`src/rtl/pool_window_gather.sv`:
```
// Gathers a raster pixel stream into non-overlapping 2x2 windows for the max-pooling stage.
// Optional POOL_WIN_RELU_EN: negative inputs are clamped to zero on entry.
module pool_window_gather #(
    parameter int DATA_W = 20,
    parameter int IFM_W  = 28,
    parameter int IFM_H  = 28,
    parameter int POOL_  = 4
) (
    input  logic              clk,
    input  logic              rst_n,
    input  logic              in_valid,
    output logic              in_ready,
    input  logic [DATA_W-1:0] in_data,
    output logic              win_valid,
    input  logic              win_ready,
    output logic [DATA_W-1:0] win_data [POOL_-1:0],
    output logic              frame_done
);
    localparam int CW = (IFM_W > 1) ? $clog2(IFM_W) : 1;
    localparam int RW = (IFM_H > 1) ? $clog2(IFM_H) : 1;

    if (POOL_ != 4) begin : g_pool_chk
        $fatal(1, "pool_window_gather: POOL_ must be 4 (2x2 window)");
    end

    logic [CW-1:0]     col;
    logic [RW-1:0]     row;
    logic [DATA_W-1:0] rowbuf [IFM_W];
    logic [DATA_W-1:0] hold;
    logic [DATA_W-1:0] pix;
    logic              acc, col_last, row_last, form;

`ifdef POOL_WIN_RELU_EN
    assign pix = in_data[DATA_W-1] ? '0 : in_data;
`else
    assign pix = in_data;
`endif

    assign in_ready = win_ready || !win_valid;
    assign acc      = in_valid && in_ready;
    assign col_last = (col == CW'(IFM_W - 1));
    assign row_last = (row == RW'(IFM_H - 1));
    // Odd col on an odd row is always a bottom-right; a trailing odd column is even-indexed.
    assign form     = acc && row[0] && col[0];

    always_ff @(posedge clk or negedge rst_n) begin
        if (!rst_n) begin
            col <= '0;
            row <= '0;
        end else if (acc) begin
            if (col_last) begin
                col <= '0;
                row <= row_last ? '0 : row + RW'(1);
            end else begin
                col <= col + CW'(1);
            end
        end
    end

    // Row buffer holds only data; contents after reset are irrelevant.
    always_ff @(posedge clk) begin
        if (acc && !row[0]) rowbuf[col] <= pix;
    end

    always_ff @(posedge clk or negedge rst_n) begin
        if (!rst_n) hold <= '0;
        else if (acc && row[0] && !col[0]) hold <= pix;
    end

    always_ff @(posedge clk or negedge rst_n) begin
        if (!rst_n) begin
            win_valid <= 1'b0;
            for (int k = 0; k < POOL_; k++) win_data[k] <= '0;
        end else if (form) begin
            win_valid   <= 1'b1;
            win_data[0] <= rowbuf[col - CW'(1)];
            win_data[1] <= rowbuf[col];
            win_data[2] <= hold;
            win_data[3] <= pix;
        end else if (win_ready) begin
            win_valid <= 1'b0;
        end
    end

    always_ff @(posedge clk or negedge rst_n) begin
        if (!rst_n) frame_done <= 1'b0;
        else        frame_done <= acc && col_last && row_last;
    end
endmodule

```
`config.mk`:
```
export PLATFORM = sky130hd
export DESIGN_NAME = pool_window_gather
export DESIGN_NICKNAME = d
export VERILOG_FILES = /design/src/rtl/pool_window_gather.sv
export SDC_FILE = /design/constraint.sdc
export NUM_CORES = 1
export LEC_CHECK = 0
export CAP_MARGIN = 5
export CORE_MARGIN = 2
export CORE_UTILIZATION = 60
export DETAILED_ROUTE_END_ITERATION = 8
export PLACE_DENSITY_LB_ADDON = 0.05
export SLEW_MARGIN = 20
export SYNTH_ARGS = -nofsm -noshare
export SYNTH_HDL_FRONTEND = slang
export SYNTH_SLANG_ARGS = --single-unit
```
`constraint.sdc`:
```
create_clock -name clk -period 4.92 [get_ports clk]
set_input_delay 0.738 -clock clk [delete_from_list [all_inputs] [get_ports clk]]
set_output_delay 0.738 -clock clk [all_outputs]
set_load 0.01 [all_outputs]
```
==> impl_metrics.csv <==
group,metric,value,unit
place,place_hpwl,51600,um
synthesis,synthFlopType,"edfxtp_1",
detailed_routing,vias,18200,
detailed_routing,dr.first_iter.drc_count,2276,
sta,drv_slew,0,
floorplan,dieArea,51800,um^2
synthesis,synth_nets,1764,
detailed_routing,routedWlPerCell,32.6,um
global_routing,grt.total_usage,0.336,
power,p_leak,0.0119,uW
worst_setup_path,cp-start-kind,"register",
detailed_routing,wl,84500,um
sta,tns,0,ns
power,p_sw,6620,uW
sta,finalSetupViolCount,0,
power,power.density,571,nW/um^2
cts,cts_root_buf,"clkbuf_16",
cells_and_area,fillers,3222,
synthesis,synth_top_area_frac,0.560,
power,power_frac_seq,0.373,
sta,slew_headroom,0.274,
global_routing,grt-ovfl-total,0,
worst_setup_path,arrival,4.00,ns
sta,finClkSkew,0.0220,ns
power,comb_power_share,0.364,
global_routing,grt_pass1_wl,122000,um
cts,clock_path_buffers,3,
worst_setup_path,criticalPathCategory,"register to register",
synthesis,synth-async-reset-ratio,0.167,
sta,fmax,284,MHz
synthesis,seq_area_frac_synth,0.654,
cells_and_area,final_cell_mix,"edfxtp_1 (560), mux4_2 (233), nand2_1 (207)",
cells_and_area,drive_above_1_share,0.265,
synthesis,synthCells,1735,
synthesis,post-synth-top-area-cell,"edfxtp_1",
cells_and_area,syn2layout_area_growth,14.1,%
cts,hold_buffers,0,
job,cap_violations,0,
global_routing,grt_util_met3,0.0632,
floorplan,die_w,228,um
cells_and_area,multiInputGateArea,9810,um^2
min_path,min_path_type,"input port to asynchronous set/reset pin",
floorplan,coreArea,49200,um^2
cells_and_area,stdcell_count,2590,
cts,clkTransAtPathRegs,0.06,ns
detailed_routing,dr.pass1.iters,7,
detailed_routing,drtAntennaViolNets,0,
cells_and_area,layout_commonest_cell,"edfxtp_1",
global_routing,busiest_layer,"met2",
power,p_clk_frac,0.263,
run_status,outcome,"completed",
cts,cts-resized-gates,0,
cts,cts_tree,"yes",
cts,insertion_delay,0.60,ns
cts,cts.sinks,672,
cells_and_area,diodes,0,
power,power.internal,12900,uW
cts,cts_made_buffers,69,
cells_and_area,utilization,0.697,
sta,final-hold-violation-count,0,
worst_setup_path,critPathMaxFanout,35,
global_routing,antenna_found_initial,2,
global_routing,grt_pass1_vias,18200,
power,sw_frac_of_total,0.338,
floorplan,dieHeight,228,um
sta,finalCritPeriodShare,0.715,
worst_setup_path,worstSetupEndpointType,"register",
global_routing,met2_usage,0.543,
sta,setup_ws,1.40,ns
floorplan,ioPinCount,107,
floorplan,start_util,0.611,
synthesis,synth_area_per_cell,17.3,um^2
synthesis,yosys_warnings,0,
place,io_buffers,106,
cts,htreeDepth,3,
worst_setup_path,required,5.40,ns
synthesis,netlist_area,30000,um^2
detailed_routing,drc,0,
floorplan,num_rows,81,
sta,fin_crit,3.52,ns
cells_and_area,fin_nets,1902,
cts,post-cts-setup-buffers,0,
synthesis,ys_ff_latch,672,
global_routing,gr-usage-met1,0.435,
cells_and_area,regArea,19600,um^2
place,pre_cts_ws,1.29,ns
global_routing,grt_max_degree,111,
sta,worst_slew_pin_slew,1.09,ns
sta,rsz0062_at_grt,"false",
synthesis,ys_top_cells_by_area,"edfxtp_1 (56%), mux4_2 (17%), dfrtp_1 (9.3%)",
detailed_routing,vias_per_cell,7.02,
place,place_congestion,0.897,
synthesis,post_synth_num_cell_types,52,
synthesis,synth_enable_flop_cells,560,
power,peakVddDrop,325,uV
place,placed_cells,2466,
power groups by stage:
stage          clock (uW)  combinational, uW  sequential [uW]
2_1_floorplan           0               4550             7230
3_3_place_gp            0               6990             7360
3_5_place_dp            0               7050             7380
4_1_cts              5200               7090             7280
5_1_grt              5410               7430             7340
6_report             5150               7110             7300
cell usage after synthesis, types with 5 or more instances:
| library cell | n |
|---|---|
| ha_1 | 5 |
| edfxtp_1 | 560 |
| buf_4 | 21 |
| and3_1 | 25 |
| a22oi_1 | 10 |
| dfrtp_1 | 112 |
| a22o_1 | 33 |
| mux2i_1 | 79 |
| o22a_1 | 10 |
| nor2_1 | 49 |
| buf_1 | 8 |
| o22ai_1 | 36 |
| buf_6 | 10 |
| a21oi_1 | 19 |
| a21boi_0 | 39 |
| nor4_1 | 20 |
| clkbuf_1 | 43 |
| nor3_1 | 27 |
| mux4_2 | 233 |
| o21ai_0 | 7 |
| nand2_1 | 207 |
| o32ai_1 | 8 |
| buf_2 | 45 |
| mux2_2 | 36 |
| nand3_1 | 26 |
| a221oi_1 | 22 |
kinds of logic after synthesis:
| family | after synthesis | synth area share |
|---|---|---|
| buffers and inverters | 131 | 0.0238 |
| multiplexers | 348 | 0.215 |
| flip-flops | 672 | 0.654 |
| AND/OR/NAND/NOR | 379 | 0.0566 |
| XOR/XNOR | 3 | 0.000875 |
| adder cells (fa/ha/maj) | 5 | 0.00208 |
| AO/OA/AOI/OAI | 197 | 0.0486 |
flip-flops by register name, summed over array words and instances (netlist names):
| name | count |
|---|---|
| rowbuf | 560 |
| row | 5 |
| col | 5 |
| frame_done | 1 |
| win_data | 80 |
| hold | 20 |
| win_valid | 1 |
layer usage:
layer,wire [um],vias to the layer above
li1,-,7326
met1,30300,9478
met2,41300,1151
met3,7800,231
met4,5150,0
met5,0,-
path summary, 6_finish.rpt:
check / start / end / slack (ns) / cells past startpoint
min: rst_n / win_data[54] / 0.20 / 1
max in group asynchronous: rst_n / hold[0] / 3.70 / 2
max reg2reg: col[1] / win_data[6] / 1.40 / 8
max: col[1] / win_data[6] / 1.40 / 8
min reg2reg: hold[6] / win_data[46] / 0.46 / 2
min in group clk: hold[6] / win_data[46] / 0.46 / 2
stage by stage:
step                      area, um^2  hold slack, ns  power, uW
after CTS                      34300           0.238      19600
after global routing           34200           0.273      20200
after detailed placement       32000           0.455      14400
after global placement         32000           0.448      14400
final                          34200           0.195      19600
after floorplan                30000           0.433      11800
critical path: stages (launching register included):
cell and delay (ns):
dfrtp_4 0.78, inv_1 0.22, ha_4 0.62, buf_12 0.27
mux4_2 0.33, a22o_1 0.28, nor4_1 0.56, buf_4 0.23
nor3_1 0.05
layout make-up:
| type | instances | share of cell area |
|---|---|---|
| sequential | 672 | 0.573 |
| clock buffer | 92 | 0.0566 |
| clock inverter | 32 | 0.00833 |
| inverter | 3 | 0.000329 |
| tap | 664 | 0.0243 |
| multi-input combinational | 932 | 0.287 |
| timing repair buffer | 195 | 0.0508 |
No activity file was read; power rests on OpenSTA's default activity.
